==> src/rtl/controlador_dma_memoria.sv <==
// Bus-master copy engine: moves a block of 32-bit words from a source region to a
// destination region through the data-memory port, one read/capture/write triplet per word.
module controlador_dma_memoria #(
  parameter int unsigned N  = 31,
  parameter int unsigned LW = 11
) (
  input  logic          clk,
  input  logic          reset_n,
  input  logic          inicio,
  input  logic [N:0]    dir_origen,
  input  logic [N:0]    dir_destino,
  input  logic [LW-1:0] longitud,
  output logic          ocupado,
  output logic          hecho,
  output logic          solicitud_bus,
  input  logic          concesion_bus,
  output logic [N:0]    direccion,
  output logic [31:0]   dato_entrada,
  input  logic [31:0]   dato_salida,
  output logic          escritura,
  output logic          lectura
);

  localparam logic [2:0] REPOSO    = 3'd0;
  localparam logic [2:0] SOLICITAR = 3'd1;
  localparam logic [2:0] LEER      = 3'd2;
  localparam logic [2:0] CAPTURA   = 3'd3;
  localparam logic [2:0] ESCRIBIR  = 3'd4;
  localparam logic [2:0] FIN       = 3'd5;

  logic [2:0]    estado_q, estado_d;
  logic [N:0]    origen_q, origen_d;
  logic [N:0]    destino_q, destino_d;
  logic [LW-1:0] long_q, long_d;
  logic [LW-1:0] cnt_q, cnt_d;
  logic [31:0]   buf_q, buf_d;
  logic [N:0]    cnt_ext;

  assign cnt_ext = (N+1)'(cnt_q);

  always_ff @(posedge clk or negedge reset_n) begin
    if (!reset_n) begin
      estado_q  <= REPOSO;
      origen_q  <= '0;
      destino_q <= '0;
      long_q    <= '0;
      cnt_q     <= '0;
      buf_q     <= '0;
    end else begin
      estado_q  <= estado_d;
      origen_q  <= origen_d;
      destino_q <= destino_d;
      long_q    <= long_d;
      cnt_q     <= cnt_d;
      buf_q     <= buf_d;
    end
  end

  always_comb begin
    estado_d  = estado_q;
    origen_d  = origen_q;
    destino_d = destino_q;
    long_d    = long_q;
    cnt_d     = cnt_q;
    buf_d     = buf_q;
    case (estado_q)
      REPOSO: begin
        if (inicio) begin
          origen_d  = dir_origen;
          destino_d = dir_destino;
          long_d    = longitud;
          cnt_d     = '0;
          estado_d  = (longitud == '0) ? FIN : SOLICITAR;
        end
      end
      SOLICITAR: begin
        if (concesion_bus) estado_d = LEER;
      end
      LEER:    estado_d = CAPTURA;
      CAPTURA: begin
        buf_d    = dato_salida;
        estado_d = ESCRIBIR;
      end
      ESCRIBIR: begin
        // Grant is only re-examined here, so a word is never split by preemption.
        cnt_d = cnt_q + LW'(1);
        if (cnt_d == long_q)    estado_d = FIN;
        else if (concesion_bus) estado_d = LEER;
        else                    estado_d = SOLICITAR;
      end
      FIN:     estado_d = REPOSO;
      default: estado_d = REPOSO;
    endcase
  end

  // All outputs decode from registered state only; nothing combinational from inputs.
  always_comb begin
    direccion    = '0;
    dato_entrada = '0;
    lectura      = 1'b0;
    escritura    = 1'b0;
    case (estado_q)
      LEER: begin
        direccion = origen_q + cnt_ext;
        lectura   = 1'b1;
      end
      ESCRIBIR: begin
        direccion    = destino_q + cnt_ext;
        dato_entrada = buf_q;
        escritura    = 1'b1;
      end
      default: ;
    endcase
  end

  assign ocupado       = (estado_q != REPOSO);
  assign hecho         = (estado_q == FIN);
  assign solicitud_bus = (estado_q == SOLICITAR) || (estado_q == LEER) ||
                         (estado_q == CAPTURA) || (estado_q == ESCRIBIR);

endmodule

==> config.mk <==
export PLATFORM = sky130hd
export DESIGN_NAME = controlador_dma_memoria
export DESIGN_NICKNAME = d
export VERILOG_FILES = /design/src/rtl/controlador_dma_memoria.sv
export SDC_FILE = /design/constraint.sdc
export NUM_CORES = 1
export LEC_CHECK = 0
export BUFFER_PORTS_ARGS = -buffer_cell sky130_fd_sc_hd__buf_2
export CORE_MARGIN = 1.5
export CORE_UTILIZATION = 42
export CTS_CLUSTER_SIZE = 14
export DETAILED_ROUTE_END_ITERATION = 8
export PLACE_DENSITY = 0.66
export SYNTH_ARGS = -nofsm -noshare
export SYNTH_HDL_FRONTEND = slang
export SYNTH_SLANG_ARGS = --single-unit
==> constraint.sdc <==
create_clock -name clk -period 6.16 [get_ports clk]
set_input_delay 1.232 -clock clk [delete_from_list [all_inputs] [get_ports clk]]
set_output_delay 1.232 -clock clk [all_outputs]
set_load 0.005 [all_outputs]
# Word level (Yosys, flattened, before mapping)
# Index checks and enable logic that the tools add are counted.
# op_classes
n_div	0
addsub	3
bitwise	0
order_cmp	0
reduce_logical	10
n_mul	0
mux	12
shift	0
n_eq_ne	8
# ops
op	count
adder 32 x 11 -> 32 bit	2
case mux 32 bit (2 select lines)	1
2-to-1 mux 32 bit	1
case mux 11 bit (2 select lines)	1
case mux 3 bit (5 select lines)	1
2-to-1 mux 3 bit	4
adder 11 x 1 -> 11 bit (second input constant)	1
== test 11 bit	1
zero test 11 bit	1
2-to-1 mux 11 bit	1
== test 3 x 2 -> 1 bit (second input constant)	2
== test 3 bit (second input constant)	2
AND reduction 2 bit	3
inequality test 2 bit (second input constant)	2
== test 3 x 1 -> 1 bit (second input constant)	1
zero test 3 bit	1
logical OR 1 bit	3
nonzero test 3 bit	1
2-to-1 mux 1 bit	2
2-to-1 mux 2 bit	1
nonzero test 2 bit	1
# word_totals
latchBits	0
output_inout_bits	69
input_bits	111
rom_bits	0
mem_count	0
ram_bits	0
wordCells	39
regBits	121

# Longest topological paths before layout
# Gate-level depths: netlist of the first run.
# logic_depth
word_depth	4
mapped_depth	19
mapped_depth_nobuf	12

# Worst setup path before layout of the first run
# Ideal clock, no wire load.
# synth_timing
path_type	register to output
startpoint	reg estado_q[1]
endpoint	out direccion[14]
arrival_time_ns	4.028
required_ns	4.928
path_buffers	6
path_stages_with_launch	18
slack_ns	0.900
cell_sequence	dfrtp_1 buf_6 or3b_1 buf_6 inv_2 buf_4 buf_2 buf_2 buf_1 nand2_1 nand2_1 ha_1 a21oi_1 a21oi_1 o211ai_1 a221oi_1 xnor2_1 o22ai_1
# synth_via
elab_chain_cells	2
word_cells_on_any_way	3
# synth_rtl
element	line	source
start: declaration	31	logic [2:0] estado_q, estado_d;
start signal: assignment	50	estado_q <= estado_d;
== test 3 bit / == test 3 x 2 -> 1 bit (equally long branches)	102	case (estado_q)
case mux 32 bit (2 select lines) *	102	
end: declaration	17	output logic [N:0] direccion,
# Every way passes the cells marked *; elsewhere a longest branch is shown, timed or not.

# Worst setup path in the final report of the first run
# layout_timing
startpoint	reg estado_q[2]
endpoint	out direccion[25]
# Same word-level chain as after synthesis.

==> metrics.md, run 1 <==
| Metric | Value |
|---|---|
| Worst vdd ir | 0.232 mV |
| First-pass GRT wire length | 28100 um |
| Area growth syn-to-layout | 23.9% |
| Top_reg_cell synth | dfrtp_1 |
| Total grt overflow | 0 |
| Clock Latency Late Sink | 0.43 ns |
| Slew headroom | 0.342 |
| ANT nets after route | 0 |
| N_diodes | 0 |
| Setup CP Type | flop to output pin |
| Tot GR Track Use | 0.202 |
| Input/output buffers | about 180 |
| Final Setup Violations | 0 |
| Post-CTS Setup Bufs | 0 |
| Fin nets | ~1000 |
| Largest net degree at the start of global routing | 70 |
| Fin crit share | 0.907 |
| Die area | 17500 sq um |
| Worst-Margin Slew | between 0.9 and 1 ns |
| DP HPWL | between 10000 and 15000 um |
| Seq/Total Area, Yosys | 0.432 |
| Die W | approximately 130 um |
| Vias in the first global route | ~5500 |
| Type of the tightest min-delay check | flop to flop |
| Post-synth EDFFs | 0 |
| FP Rows | 47 |
| Unrepaired setup endpoints after global routing | false |
| WL/cell | approximately 16 um |
| CP Launch Type | flop |
| # DRC | 0 |
| Seq cells post-synth | 121 |
| I/O pins | 180 |
| Mapped Nets | between 700 and 800 |
| Worst EP arrival | between 4 and 5 ns |
| Clk pwr share | 0.240 |
| Critical path data required time | ~4.9 ns |
| Worst-path fanout max | 27 |
| Final setup TNS | 0 ns |
| PD cells | 460 nW/um^2 |
| Clock Skew | ~0.011 ns |
| Synthesized area | between 7000 and 8000 sq um |
| Routed vias/inst | roughly 5.2 |
| Vias | between 5000 and 6000 |
| Clk slew on worst S/H paths | roughly 0.06 ns |
| Final period demand of the worst path | approximately 5.6 ns |
| Final Max Slew Viols | 0 |
| Layout cell share with drive strength beyond 1 | 0.402 |
| Post-synthesis instance total | 671 |
| Fillers | around 1500 |
| Cts repair resizes | 0 |
| Yosys warnings | 0 |
| CTS Buf Count | 17 |
| Max frequency | 179 MHz |
| Reg power frac | 0.374 |
| Comb power frac | 0.386 |
| DR iter-0 viols | around 350 |
| Placer Congestion | 0.802 |
| Final Hold Viols | 0 |
| Int Pwr | about 2.6 mW |
| Status | completed |
| LEAKAGE | about 3.9 nW |
| Final wirelength | between 15000 and 20000 um |
| CTS tree | built |
| Post-synth cell types | 58 |
| Core ar. | 16500 sq um |
| Switching share of total power | 0.360 |
| # H-tree levels | 4 |
| CTS max path bufs | 2 |
| Die Span Y | roughly 130 um |
| Total power | 4.00 mW |
| Mapped Avg Cell Area | around 10 sq um |
| Starting Density | 0.426 |
| FFs w/ async S/R, synth | 1.00 |
| NetSw | roughly 1.4 mW |
| Max Cap Violations | 0 |
| TritonRoute pass-1 iters | 5 |
| Crit. End Element | output pin |
| # clock sinks | approximately 120 |
| Root buf cell | clkbuf_16 |
| Cts-stage hold buffer count | 0 |
| Antenna violations before repair | 0 |
## through the flow
step                hold WS (ns)   util  cells  setup WS (ns)  area (sq um)
global route               0.507  0.527   1078          0.220          8680
finish                     0.497  0.527   1078          0.573          8680
floorplan                  0.471      -    671          0.900          7010
global placement           0.479  0.493   1046           1.09          8120
CTS                        0.499  0.527   1078          0.568          8680
detailed placement         0.485  0.493   1046           1.07          8120
## cells by family after synthesis
logic type | after synthesis | share of synthesized area
xor gates and xnor gates | 56 | 0.0700
DFF | 121 | 0.432
adders and majority gates | 15 | 0.0279
buffers and inverters | 41 | 0.0259
and+or+nand+nor | 218 | 0.151
AOI/OAI and AO/OA | 106 | 0.111
muxes | 114 | 0.183
## registers in the layout, summed over array words and instances, names as in the netlist
register / flops
cnt_q: 11
destino_q: 32
origen_q: 32
buf_q: 32
long_q: 11
estado_q: 3
## cell type report
class,count,area [sq um],share of cell area
flip-flops and latches,121,3030,0.349
well taps,220,275,0.0317
inverters,7,26.3,0.00303
clock inverters,15,139,0.0160
multi-input cells,509,3800,0.438
clock buffers,17,425,0.0490
repair buffers,189,986,0.114
## layer usage
| layer | GRT usage | up-vias | part of all wire |
|---|---|---|---|
| li1 | - | 2750 | - |
| met2 | 0.336 | 169 | 0.49 |
| met5 | 0 | - | 0 |
| met3 | 0.0604 | 12 | 0.067 |
| met1 | 0.255 | 2722 | 0.44 |
| met4 | 0.0605 | 0 | 0.011 |
## worst max-delay path, stage by stage, from the launching register on
cell	delay, ns
dfrtp_1	0.48
or3b_2	0.61
buf_4	0.28
nand2_1	0.10
nand2_1	0.06
ha_1	0.34
nand3_1	0.11
a21boi_0	0.33
nand4_1	0.58
a2111oi_2	0.59
xnor2_1	0.11
o22ai_1	0.18
buf_2	0.15
## cell usage in the layout (no fill, tap or decap), types with 4 or more instances in the layout
cell / instances
mux2i_1: 6
xnor2_1: 43
nor4_1: 9
o21ai_0: 28
ha_1: 14
inv_1: 6
nor2_1: 48
dfrtp_1: 121
buf_4: 10
o22ai_1: 17
a31oi_1: 6
inv_6: 6
a211oi_1: 10
clkbuf_16: 17
mux2_2: 107
o211ai_1: 4
nand3_1: 14
and2_1: 33
nand4_1: 8
a21oi_1: 15
xor2_1: 13
nand2_1: 72
and3_1: 7
buf_2: 178
nor3_1: 8
## worst paths after layout
check / from / cells past startpoint / slack (ns) / to
worst max-delay path: estado_q[2] / 12 / 0.57 / direccion[25]
worst min-delay path: buf_q[10] / 1 / 0.50 / buf_q[10]
worst max register to register: estado_q[1] / 4 / 3.60 / origen_q[22]
worst min register to register: buf_q[10] / 1 / 0.50 / buf_q[10]
max in group asynchronous: reset_n / 2 / 3.98 / cnt_q[10]
min in group asynchronous: reset_n / 1 / 0.83 / origen_q[29]
## power by group through the flow
stage	combinational (mW)	clock (mW)	sequential [mW]
6_report	1.54	0.959	1.49
5_1_grt	1.71	1.01	1.55
4_1_cts	1.56	0.977	1.50
3_5_place_dp	1.55	0	1.51
3_3_place_gp	1.54	0	1.50
2_1_floorplan	1.19	0	1.38
## synth_stat cells, types with 3 or more instances
cell | n | area [sq um]
a2111oi_2 | 3 | 45.0
nor3b_1 | 3 | 22.5
inv_1 | 6 | 22.5
buf_2 | 3 | 15.0
and2_1 | 33 | 206
o22ai_1 | 17 | 106
clkbuf_1 | 24 | 90.1
a2111oi_4 | 3 | 82.6
mux2_2 | 107 | 1200
or3_1 | 3 | 18.8
nand4_1 | 8 | 50.1
a211oi_1 | 10 | 75.1
and3_1 | 7 | 43.8
nand3_1 | 14 | 70.1
ha_1 | 14 | 175
nor4_1 | 9 | 56.3
dfrtp_1 | 121 | 3030
nor2_1 | 49 | 184
o31ai_1 | 3 | 22.5
o211ai_1 | 4 | 30.0
o21ai_0 | 28 | 140
a21oi_1 | 15 | 75.1
xnor2_1 | 43 | 377
nand2_1 | 72 | 270
xor2_1 | 13 | 114
a31oi_1 | 6 | 37.5
mux2i_1 | 6 | 60.1
nor3_1 | 8 | 40.0
Power figures use the tool's default switching activity.
==> inputs of run 2 (changes only) <==
--- a/config.mk
+++ b/config.mk
@@ -5,12 +5,13 @@
 export SDC_FILE = /design/constraint.sdc
 export NUM_CORES = 1
 export LEC_CHECK = 0
-export BUFFER_PORTS_ARGS = -buffer_cell sky130_fd_sc_hd__buf_2
+export CORE_ASPECT_RATIO = 1.4
 export CORE_MARGIN = 1.5
 export CORE_UTILIZATION = 42
 export CTS_CLUSTER_SIZE = 14
 export DETAILED_ROUTE_END_ITERATION = 8
-export PLACE_DENSITY = 0.66
+export DONT_BUFFER_PORTS = 1
+export PLACE_DENSITY = 0.56
 export SYNTH_ARGS = -nofsm -noshare
 export SYNTH_HDL_FRONTEND = slang
 export SYNTH_SLANG_ARGS = --single-unit
==> run 2 against run 1 <==
  * Utilization shrank 5.2 points
  * First-iteration DRC count shrank 11%
  * Via count shrank 9.4%
  * Design area shrank 11%
  * Sequential power is essentially flat
  * Maximum frequency shrank 0.47%
  * Sequential share of layout area grew 4.3 points
  * Largest cell class unchanged
  * Sequential cell count is the same
  * The run now ends with DRC left
  * Clock power shrank 5.6%
  * Count of clock-buffer cells in the layout grew 2
  * Global-route usage grew 0.79 points
==> metrics.md, run 2 (synthesis gave the netlist of run 1 again) <==
| Metric | Value |
|---|---|
| Status | finished with violations |
| Failing checks | DRC |
| Regs by FF count | buf_q: 32 flops, destino_q: 32 flops, origen_q: 32 flops |
| Leading cell types in the layout, fill and taps excluded | dfrtp_1, mux2_2, nand2_1 |
| Final period demand of the worst path | 5.61 ns (+0.0266 ns) |
| Final wirelength | 17800 um (+2.6%) |
| ANT nets after route | 0 (unchanged) |
| Fin nets | 792 (-18%) |
| Reg2Reg Setup Slack | 3.72 ns (+0.12 ns) |
| Vias in the first global route | 5436 (-1.2%) |
| CP dominant cell by count | nand2_1 |
| LEAKAGE | 3.09 nW (-21%) |
| Setup CP Type | flop to output pin |
| DP HPWL | 13200 um (+3.5%) |
| N_diodes | 0 (unchanged) |
| # H-tree levels | 4 (unchanged) |
| Input/output buffers | 0 (-100%) |
| Slowest cell on the critical path | or3b_2 |
| CP top delay family | simple AND/OR/NAND/NOR gates |
| Int Pwr | 2.42 mW (-5.2%) |
| PD cells | 494 nW/um^2 (+7.2%) |
| Unrepaired setup endpoints after global routing | false |
| Slew headroom | 0.372 (+0.0300) |
| Clock Skew | 0.00948 ns (-0.00119 ns) |
| Worst vdd ir | 0.240 mV (+3.6%) |
| Cts repair resizes | 0 (unchanged) |
| # DRC | 10 (+10) |
| Comb power frac | 0.369 (-0.017) |
| Clock Latency Late Sink | 0.42 ns (about the same) |
| # clock sinks | 121 (unchanged) |
| Root buf cell | clkbuf_16 |
| WP depth | 11 (-1) |
| Post-layout instance area | 7720 sq um (-11%) |
| Fillers | 1546 (+1.5%) |
| FP Rows | 55 (+17%) |
| Reg power frac | 0.393 (+0.019) |
| Switching share of total power | 0.364 (+0.00396) |
| Max layer used | met4 |
| Type of the tightest min-delay check | flop to flop |
| R2r startpoint | cnt_q[0] |
| Met1 wire length | 6490 um (-14%) |
| Die Span Y | 156 um (+18%) |
| DR iter-0 viols | 315 (-11%) |
| Cts-stage hold buffer count | 0 (unchanged) |
| TritonRoute pass-1 iters | 7 (+2) |
| Final setup TNS | 0 ns (unchanged) |
| Final Max Slew Viols | 0 (unchanged) |
| Routed wl met3 | 1230 um (+6.2%) |
| Worst-path fanout max | 22 (-19%) |
| Largest net degree at the start of global routing | 122 (+74%) |
| Critical path's largest stage delay | 0.68 ns (+0.07 ns) |
| Worst setup startpoint | estado_q[1] |
| Final Setup Violations | 0 (unchanged) |
| CP endpoint | direccion[13] |
| Critical path data required time | 4.93 ns (about the same) |
| Clk pwr share | 0.237 (-0.003) |
| CTS tree | built |
| Starting Density | 0.431 (+0.00590) |
| WL/cell | 20.2 um (+26%) |
| Placer Congestion | 0.862 (+7.4%) |
| Vias | 5121 (-9.4%) |
| Routed vias/inst | 5.83 (+11%) |
| Fin crit share | 0.911 (+0.00431) |
| CTS Buf Count | 17 (unchanged) |
| Max Cap Violations | 0 (unchanged) |
| Max frequency | 178 MHz (-0.47%) |
| Area growth syn-to-layout | 10.2% |
| R2R cell count | 7 (+3) |
| Clk slew on worst S/H paths | 0.06 ns (about the same) |
| Final Hold Viols | 0 (unchanged) |
| Antenna violations before repair | 0 (unchanged) |
| CP Launch Type | flop |
| Smallest hold slack | 0.497 ns (+0.000130 ns) |
| Crit path buffers/inverters | 1 (-1) |
| Worst-path cell chain | or3b_2, inv_2, nand2_1, nand2_1, ha_1, nand3_1, a21boi_0, nand4_1, a211oi_1, xnor2_1, o22ai_1 |
| Worst-Margin Slew | 0.916 ns (-0.0688 ns) |
| Core ar. | 16200 sq um (-1.4%) |
| Placed cell area | 7180 sq um (-12%) |
| Met2 WL | 9630 um (+14%) |
| Die W | 112 um (-15%) |
| NetSw | 1.39 mW (-3.6%) |
| Worst EP arrival | 4.38 ns (+0.02 ns) |
| Layout cell share with drive strength beyond 1 | 0.243 (-0.159) |
| CTS max path bufs | 2 (unchanged) |
| First-pass GRT wire length | 28700 um (+2.0%) |
| Total grt overflow | 0 (unchanged) |
| Tot GR Track Use | 0.210 (+0.00791) |
| I/O pins | 180 (unchanged) |
| Post-CTS Setup Bufs | 0 (unchanged) |
| Crit. End Element | output pin |
| Capturing point of the worst reg2reg path | estado_q[1] |
| Commonest non-fill, non-tap cell in the layout | dfrtp_1 |
| Die area | 17500 sq um (about the same) |
## run 2: area by class of cell
class | count | area, sq um | share of cell area
Multi-Input combinational cell | 509 | 3800 | 0.493
Clock inverter | 13 | 96.3 | 0.0125
Clock buffer | 19 | 443 | 0.0574
Inverter | 7 | 26.3 | 0.00340
Tap cell | 199 | 249 | 0.0322
Sequential cell | 121 | 3030 | 0.392
Timing Repair Buffer | 10 | 75.1 | 0.00972
## run 2: worst reg2reg max path, delay by kind of cell, from the launching register on
family | cells | cell delay, ns
fa+ha+maj | 1 | 0.31
simple gates | 4 | 1.09
flops | 1 | 0.48
compound gates | 2 | 0.44
## run 2: per-stage QoR
step / cells / power (mW) / utilization / setup WS (ns)
floorplan: 671 / 2.58 / - / 0.900
global placement: 846 / 2.87 / 0.442 / 1.00
detailed placement: 846 / 2.93 / 0.442 / 0.954
CTS: 878 / 3.86 / 0.476 / 0.505
global route: 878 / 4.08 / 0.476 / 0.0795
finish: 878 / 3.81 / 0.476 / 0.546
## run 2: worst min path at each step
stage / from / endpoint / slack, ns / depth (start not counted)
after CTS: reset_n / destino_q[23] / 0.49 / 0
final: buf_q[16] / buf_q[16] / 0.50 / 1
after detailed placement: buf_q[16] / buf_q[16] / 0.49 / 1
after global routing: reset_n / destino_q[29] / 0.49 / 0
after global placement: buf_q[16] / buf_q[16] / 0.48 / 1
after floorplan: buf_q[0] / buf_q[0] / 0.47 / 1
## run 2: power by group through the flow
stage          sequential [mW]  combinational [mW]  clock (mW)
5_1_grt                   1.55                1.56       0.962
4_1_cts                   1.50                1.43       0.929
6_report                  1.50                1.41       0.905
2_1_floorplan             1.38                1.19           0
3_3_place_gp              1.50                1.38           0
3_5_place_dp              1.51                1.42           0
## run 2: metal layers
metal  global-route usage  vias to the layer above
met5                    0                        -
met4               0.0898                        0
met3               0.0567                       26
met2                0.387                      189
met1                0.226                     2517
li1                     -                     2389
